### src/rtl/jtframe_credits_pkg.sv
// jtframe_credits_pkg: control codes, geometry and state encoding for the credits writer
package jtframe_credits_pkg;
    localparam logic [7:0] CC_ATTR = 8'h01;
    localparam logic [7:0] CC_GOTO = 8'h02;
    localparam logic [7:0] CC_LF   = 8'h0A;
    localparam logic [7:0] CC_FF   = 8'h0C;
    localparam logic [7:0] CC_CR   = 8'h0D;
    localparam int COLS    = 32;
    localparam int ROWS    = 32;
    localparam int VRAM_AW = 10;
    typedef enum logic [2:0] {
        ST_IDLE,
        ST_ARG_ATTR,
        ST_ARG_COL,
        ST_ARG_ROW,
        ST_CLEAR
    } state_t;
    function automatic logic is_print(input logic [7:0] b);
        return b >= 8'h20 && b <= 8'h7E;
    endfunction
endpackage

### src/rtl/jtframe_credits_writer.sv
// jtframe_credits_writer: byte-stream to 32x32 credits VRAM writer with cursor, attribute and clear
module jtframe_credits_writer
    import jtframe_credits_pkg::*;
#(
    parameter logic [7:0] CLR_CHAR   = 8'h20,
    parameter bit         CLR_ON_RST = 1'b1
) (
    input  logic               clk,
    input  logic               rst,
    input  logic [7:0]         in_data,
    input  logic               in_valid,
    output logic               in_ready,
    output logic [VRAM_AW-1:0] vram_addr,
    output logic [7:0]         vram_din,
    output logic               vram_we,
    output logic               busy,
    output logic [4:0]         cur_col,
    output logic [4:0]         cur_row
);
    state_t               state_q, state_d;
    logic [10:0]          clr_q, clr_d, clr_inc;
    logic [4:0]           col_q, col_d, row_q, row_d;
    logic                 attr_q, attr_d;
    logic                 we_q, we_d;
    logic [VRAM_AW-1:0]   addr_q, addr_d;
    logic [7:0]           din_q, din_d;
    logic                 accept;

    assign accept  = in_valid && in_ready;
    // the clear ends once the counter would carry into bit 10, i.e. after address 1023
    assign clr_inc = clr_q + 11'd1;

    always_ff @(posedge clk) begin
        if (rst) begin
            state_q <= CLR_ON_RST ? ST_CLEAR : ST_IDLE;
            clr_q   <= '0;
            col_q   <= '0;
            row_q   <= '0;
            attr_q  <= 1'b0;
            we_q    <= 1'b0;
            addr_q  <= '0;
            din_q   <= '0;
        end else begin
            state_q <= state_d;
            clr_q   <= clr_d;
            col_q   <= col_d;
            row_q   <= row_d;
            attr_q  <= attr_d;
            we_q    <= we_d;
            addr_q  <= addr_d;
            din_q   <= din_d;
        end
    end

    always_comb begin
        state_d = state_q;
        case (state_q)
            ST_IDLE: begin
                if (accept)
                    state_d = in_data == CC_ATTR ? ST_ARG_ATTR :
                              in_data == CC_GOTO ? ST_ARG_COL  :
                              in_data == CC_FF   ? ST_CLEAR    : ST_IDLE;
            end
            ST_ARG_ATTR: state_d = accept ? ST_IDLE : ST_ARG_ATTR;
            ST_ARG_COL:  state_d = accept ? ST_ARG_ROW : ST_ARG_COL;
            ST_ARG_ROW:  state_d = accept ? ST_IDLE : ST_ARG_ROW;
            ST_CLEAR:    state_d = clr_inc[10] ? ST_IDLE : ST_CLEAR;
            default:     state_d = ST_IDLE;
        endcase
    end

    always_comb begin
        clr_d  = state_q == ST_CLEAR ? clr_inc : 11'd0;
        col_d  = col_q;
        row_d  = row_q;
        attr_d = attr_q;
        we_d   = 1'b0;
        addr_d = addr_q;
        din_d  = din_q;
        if (state_q == ST_CLEAR) begin
            we_d   = 1'b1;
            addr_d = clr_q[VRAM_AW-1:0];
            din_d  = {1'b0, CLR_CHAR[6:0]};
            col_d  = clr_inc[10] ? 5'd0 : col_q;
            row_d  = clr_inc[10] ? 5'd0 : row_q;
        end else if (accept) begin
            if (state_q == ST_IDLE && is_print(in_data)) begin
                we_d   = 1'b1;
                addr_d = {row_q, col_q};
                din_d  = {attr_q, in_data[6:0]};
                col_d  = col_q + 5'd1;
                row_d  = col_q == 5'd31 ? row_q + 5'd1 : row_q;
            end else if (state_q == ST_IDLE && in_data == CC_LF) begin
                col_d = 5'd0;
                row_d = row_q + 5'd1;
            end else if (state_q == ST_IDLE && in_data == CC_CR) begin
                col_d = 5'd0;
            end
            attr_d = state_q == ST_ARG_ATTR ? in_data[0]   : attr_q;
            col_d  = state_q == ST_ARG_COL  ? in_data[4:0] : col_d;
            row_d  = state_q == ST_ARG_ROW  ? in_data[4:0] : row_d;
        end
    end

    always_comb begin
        in_ready  = state_q != ST_CLEAR;
        busy      = state_q == ST_CLEAR;
        vram_we   = we_q;
        vram_addr = addr_q;
        vram_din  = din_q;
        cur_col   = col_q;
        cur_row   = row_q;
    end
endmodule

### config.mk
export PLATFORM = sky130hd
export DESIGN_NAME = jtframe_credits_writer
export DESIGN_NICKNAME = d
export VERILOG_FILES = /design/src/rtl/jtframe_credits_pkg.sv /design/src/rtl/jtframe_credits_writer.sv
export SDC_FILE = /design/constraint.sdc
export NUM_CORES = 1
export LEC_CHECK = 0
export CAP_MARGIN = 20
export CORE_MARGIN = 5
export CORE_UTILIZATION = 52
export CTS_CLUSTER_DIAMETER = 60
export DETAILED_ROUTE_END_ITERATION = 6
export PLACE_DENSITY_LB_ADDON = 0.2
export SLEW_MARGIN = 20
export SYNTH_ARGS = -nofsm -noshare
export SYNTH_HDL_FRONTEND = slang
export SYNTH_SLANG_ARGS = --single-unit
export TNS_END_PERCENT = 20
### constraint.sdc
create_clock -name clk -period 3 [get_ports clk]
set_clock_uncertainty 0.2 [all_clocks]
set_input_delay 0.6 -clock clk [delete_from_list [all_inputs] [get_ports clk]]
set_output_delay 0.6 -clock clk [all_outputs]
set_load 0.1 [all_outputs]
==> results of run 1 <==
[power by group through the flow]
stage          clock network [W]  registers [W]  logic [W]
4_1_cts                 0.000442       0.000603   0.000126
3_5_place_dp                   0       0.000617   0.000125
3_3_place_gp                   0       0.000616   0.000125
6_report                0.000433       0.000603   0.000126
2_1_floorplan                  0       0.000651  0.0000440
5_1_grt                 0.000463       0.000605   0.000133
[through the flow]
step	instances	hold WS, ns	total power [W]
after global routing	362	0.2793	0.001201
after floorplan	263	0.2313	0.0006953
after detailed placement	356	0.2510	0.0007421
after global placement	356	0.2435	0.0007419
after CTS	362	0.2621	0.001170
final	362	0.2605	0.001163
[cell families (layout without fill, tap and decap cells)]
| family | Yosys count | in the layout | synth area share [%] |
|---|---|---|---|
| AOI/OAI and AO/OA | 68 | 68 | 22.77 |
| DFF | 44 | 44 | 39.57 |
| and+or+nand+nor | 111 | 111 | 24.68 |
| buffers and inverters | 22 | 71 | 5.003 |
| muxes | 4 | 4 | 1.799 |
| xor gates and xnor gates | 10 | 10 | 3.935 |
| adders and majority gates | 4 | 4 | 2.249 |
[routing by layer]
layer	track usage, %	vias up	share of wire (%)
li1	-	1052	-
met1	29.10	1000	47
met2	33.37	59	46
met3	4.617	7	5.7
met4	5.437	0	0.91
met5	0	-	0
[sequential cells by signal, indices dropped and copies added (netlist names)]
| register | count |
|---|---|
| attr_q | 1 |
| clr_q | 11 |
| cur_col | 5 |
| cur_row | 5 |
| state_q | 3 |
| vram_addr | 10 |
| vram_din | 8 |
| vram_we | 1 |
[layout make-up]
type	count	area (um^2)
Multi-Input combinational cell	197	1236
Clock inverter	1	30.03
Timing Repair Buffer	61	495.5
Fill cell	341	1297
Sequential cell	44	880.8
Inverter	4	15.01
Tap cell	50	62.56
Clock buffer	5	68.82
[cell usage in the layout, fill, tap and decap left out, types with 3 or more instances in the layout]
master,count
a21oi_1,26
a22oi_1,11
a311oi_1,4
a31oi_1,3
and3_1,3
buf_4,50
clkbuf_8,5
clkdlybuf4s50_1,10
dfxtp_1,44
ha_1,4
inv_1,4
mux2i_1,4
nand2_1,36
nand2b_1,4
nand3_1,9
nor2_1,25
nor3_1,8
nor4_1,3
o211ai_1,3
xnor2_1,4
xor2_1,6
[worst register-to-register path, delay by kind of cell, from the launching register on]
kind	cells	cell delay, ns
AOI/OAI and AO/OA	2	0.66
DFF	1	0.41
and+or+nand+nor	2	0.83
muxes	1	0.21
[worst paths after layout]
check	startpoint	to	cells after the start
hold / removal	vram_addr[6]$_SDFFE_PP0P_	vram_addr[6]$_SDFFE_PP0P_	2
hold reg to reg	vram_addr[6]$_SDFFE_PP0P_	vram_addr[6]$_SDFFE_PP0P_	2
setup / recovery	in_data[4]	cur_col[3]$_SDFFE_PP0P_	5
setup reg to reg	state_q[2]$_SDFFE_PP1P_	cur_row[3]$_SDFFE_PP0P_	5
==> out/results.ini, run 1 <==
[critical_path]
crit_chain = clkdlybuf4s50_1 > and4_2 > a211oi_4 > or4_1 > a311oi_1
arrival_ns = 2.67
cpPeakStageDelay_ns = 0.69
cp_slowest_cell = or4_1
cp_max_fo = 8
path_buf_inv = 1
cp_top_family = simple AND/OR/NAND/NOR gates
crit_type = in2reg
cp.required_ns = 2.99
critPathCaptureType = register
start_kind = primary input
r2r_slack_ns = 0.61

[global_route]
grt_pass1_wl_um = 9321
grt_usage_pct = 21.06
overflow = 0
grt_max_degree = 21
grt_pass1_vias = 1995
antenna_found_initial = 0

[power_and_ir_drop]
power_frac_comb_pct = 10.9
power_switching_w = 0.0002864
sw_frac_of_total_pct = 24.62
vdd_drop_max_mv = 0.2795
power_density_nw_per_um2 = 417.0
p_int_w = 0.0008765
p_seq_share_pct = 51.9
clkPwrFrac_pct = 37.3
p_leak_nw = 1.052

[synth]
synth_area_um2 = 2226
netlist_top_cells_count = dfxtp_1 (44), nand2_1 (37), a21oi_1 (26)
syn_nets = 278
yosysTopAreaCell = dfxtp_1
synth_top_flop_cell = dfxtp_1
postSynth.asyncResetShare_pct = 0
synthTopCellsByArea = dfxtp_1 (40%), nand2_1 (6.2%), a21oi_1 (5.8%)
syn_area_per_cell_um2 = 8.463
synth_most_common_cell = dfxtp_1
syn_inst = 263
synth_top_area_share_pct = 39.57
ys_seq_elements = 44
yosys_warnings = 0
synth.distinct_cells = 54
ys_seq_area_share_pct = 39.57
synth_edf_count = 0

[detailed_routing]
post_drt_via_cell_ratio = 5.851
drc = 0
postRouteAntennaNets = 0
first_pass_iters = 5
routed_wl_um = 5628
num_vias = 2118
drt-initial-drc-count = 126
detail_route.wl_per_cell_um = 15.55

[floorplanning]
die_width_um = 75.43
start_util_pct = 54.47
die_h_um = 75.43
io_pins = 42
die-area_um2 = 5689
core_um2 = 4086
rows = 23

[clock_tree]
cts_tree = built
numCtsBuffers = 5
insertion_delay_ns = 0.29
cts.sinks = 44
clk_path_buf_depth = 2
cts.clk_slew.worst_paths_ns = 0.08
cts_setup_buffers = 0
htree_num_levels = 2
cts_root_buf = clkbuf_8
cts_resized = 0
cts_hold_buf = 0

[timing]
slew_violations = 0
fmax_ghz = 0.3731
hold_viol_final = 0
tns_ns = 0
setup_viol = 0
period_minus_slack_ns = 2.680
setup_slack_ns = 0.3199
tightest_slew_ns = 0.5272
post-route-period-util_pct = 89.34
rsz0062_at_grt = no
slew_headroom_pct = 63.94

[placement]
place.gp.congestion = 0.8895
detailedPlace.worstSlack_ns = 0.05243
dpl.hpwl_um = 4193
dpl-instance-area_um2 = 2690
port_buffers = 41

[status]
status = finished, final reports clean

[final_layout]
nets = 328
syn2layout_area_growth_pct = 25.29
final_util_pct = 68.25
layout-drive-gt1-share_pct = 23.08
design_area_um2 = 2789
diodes = 0

[worst_hold_path]
hp-class = reg2reg

[flow_run]
maxCapViolCount = 0

(Power assumes the default switching activity.)
==> inputs of run 2 (changes only) <==
TNS_END_PERCENT = 50   (was 20)
==> results of run 2 <==
No change in the layout: final DEF, timing and power equal those of run 1.
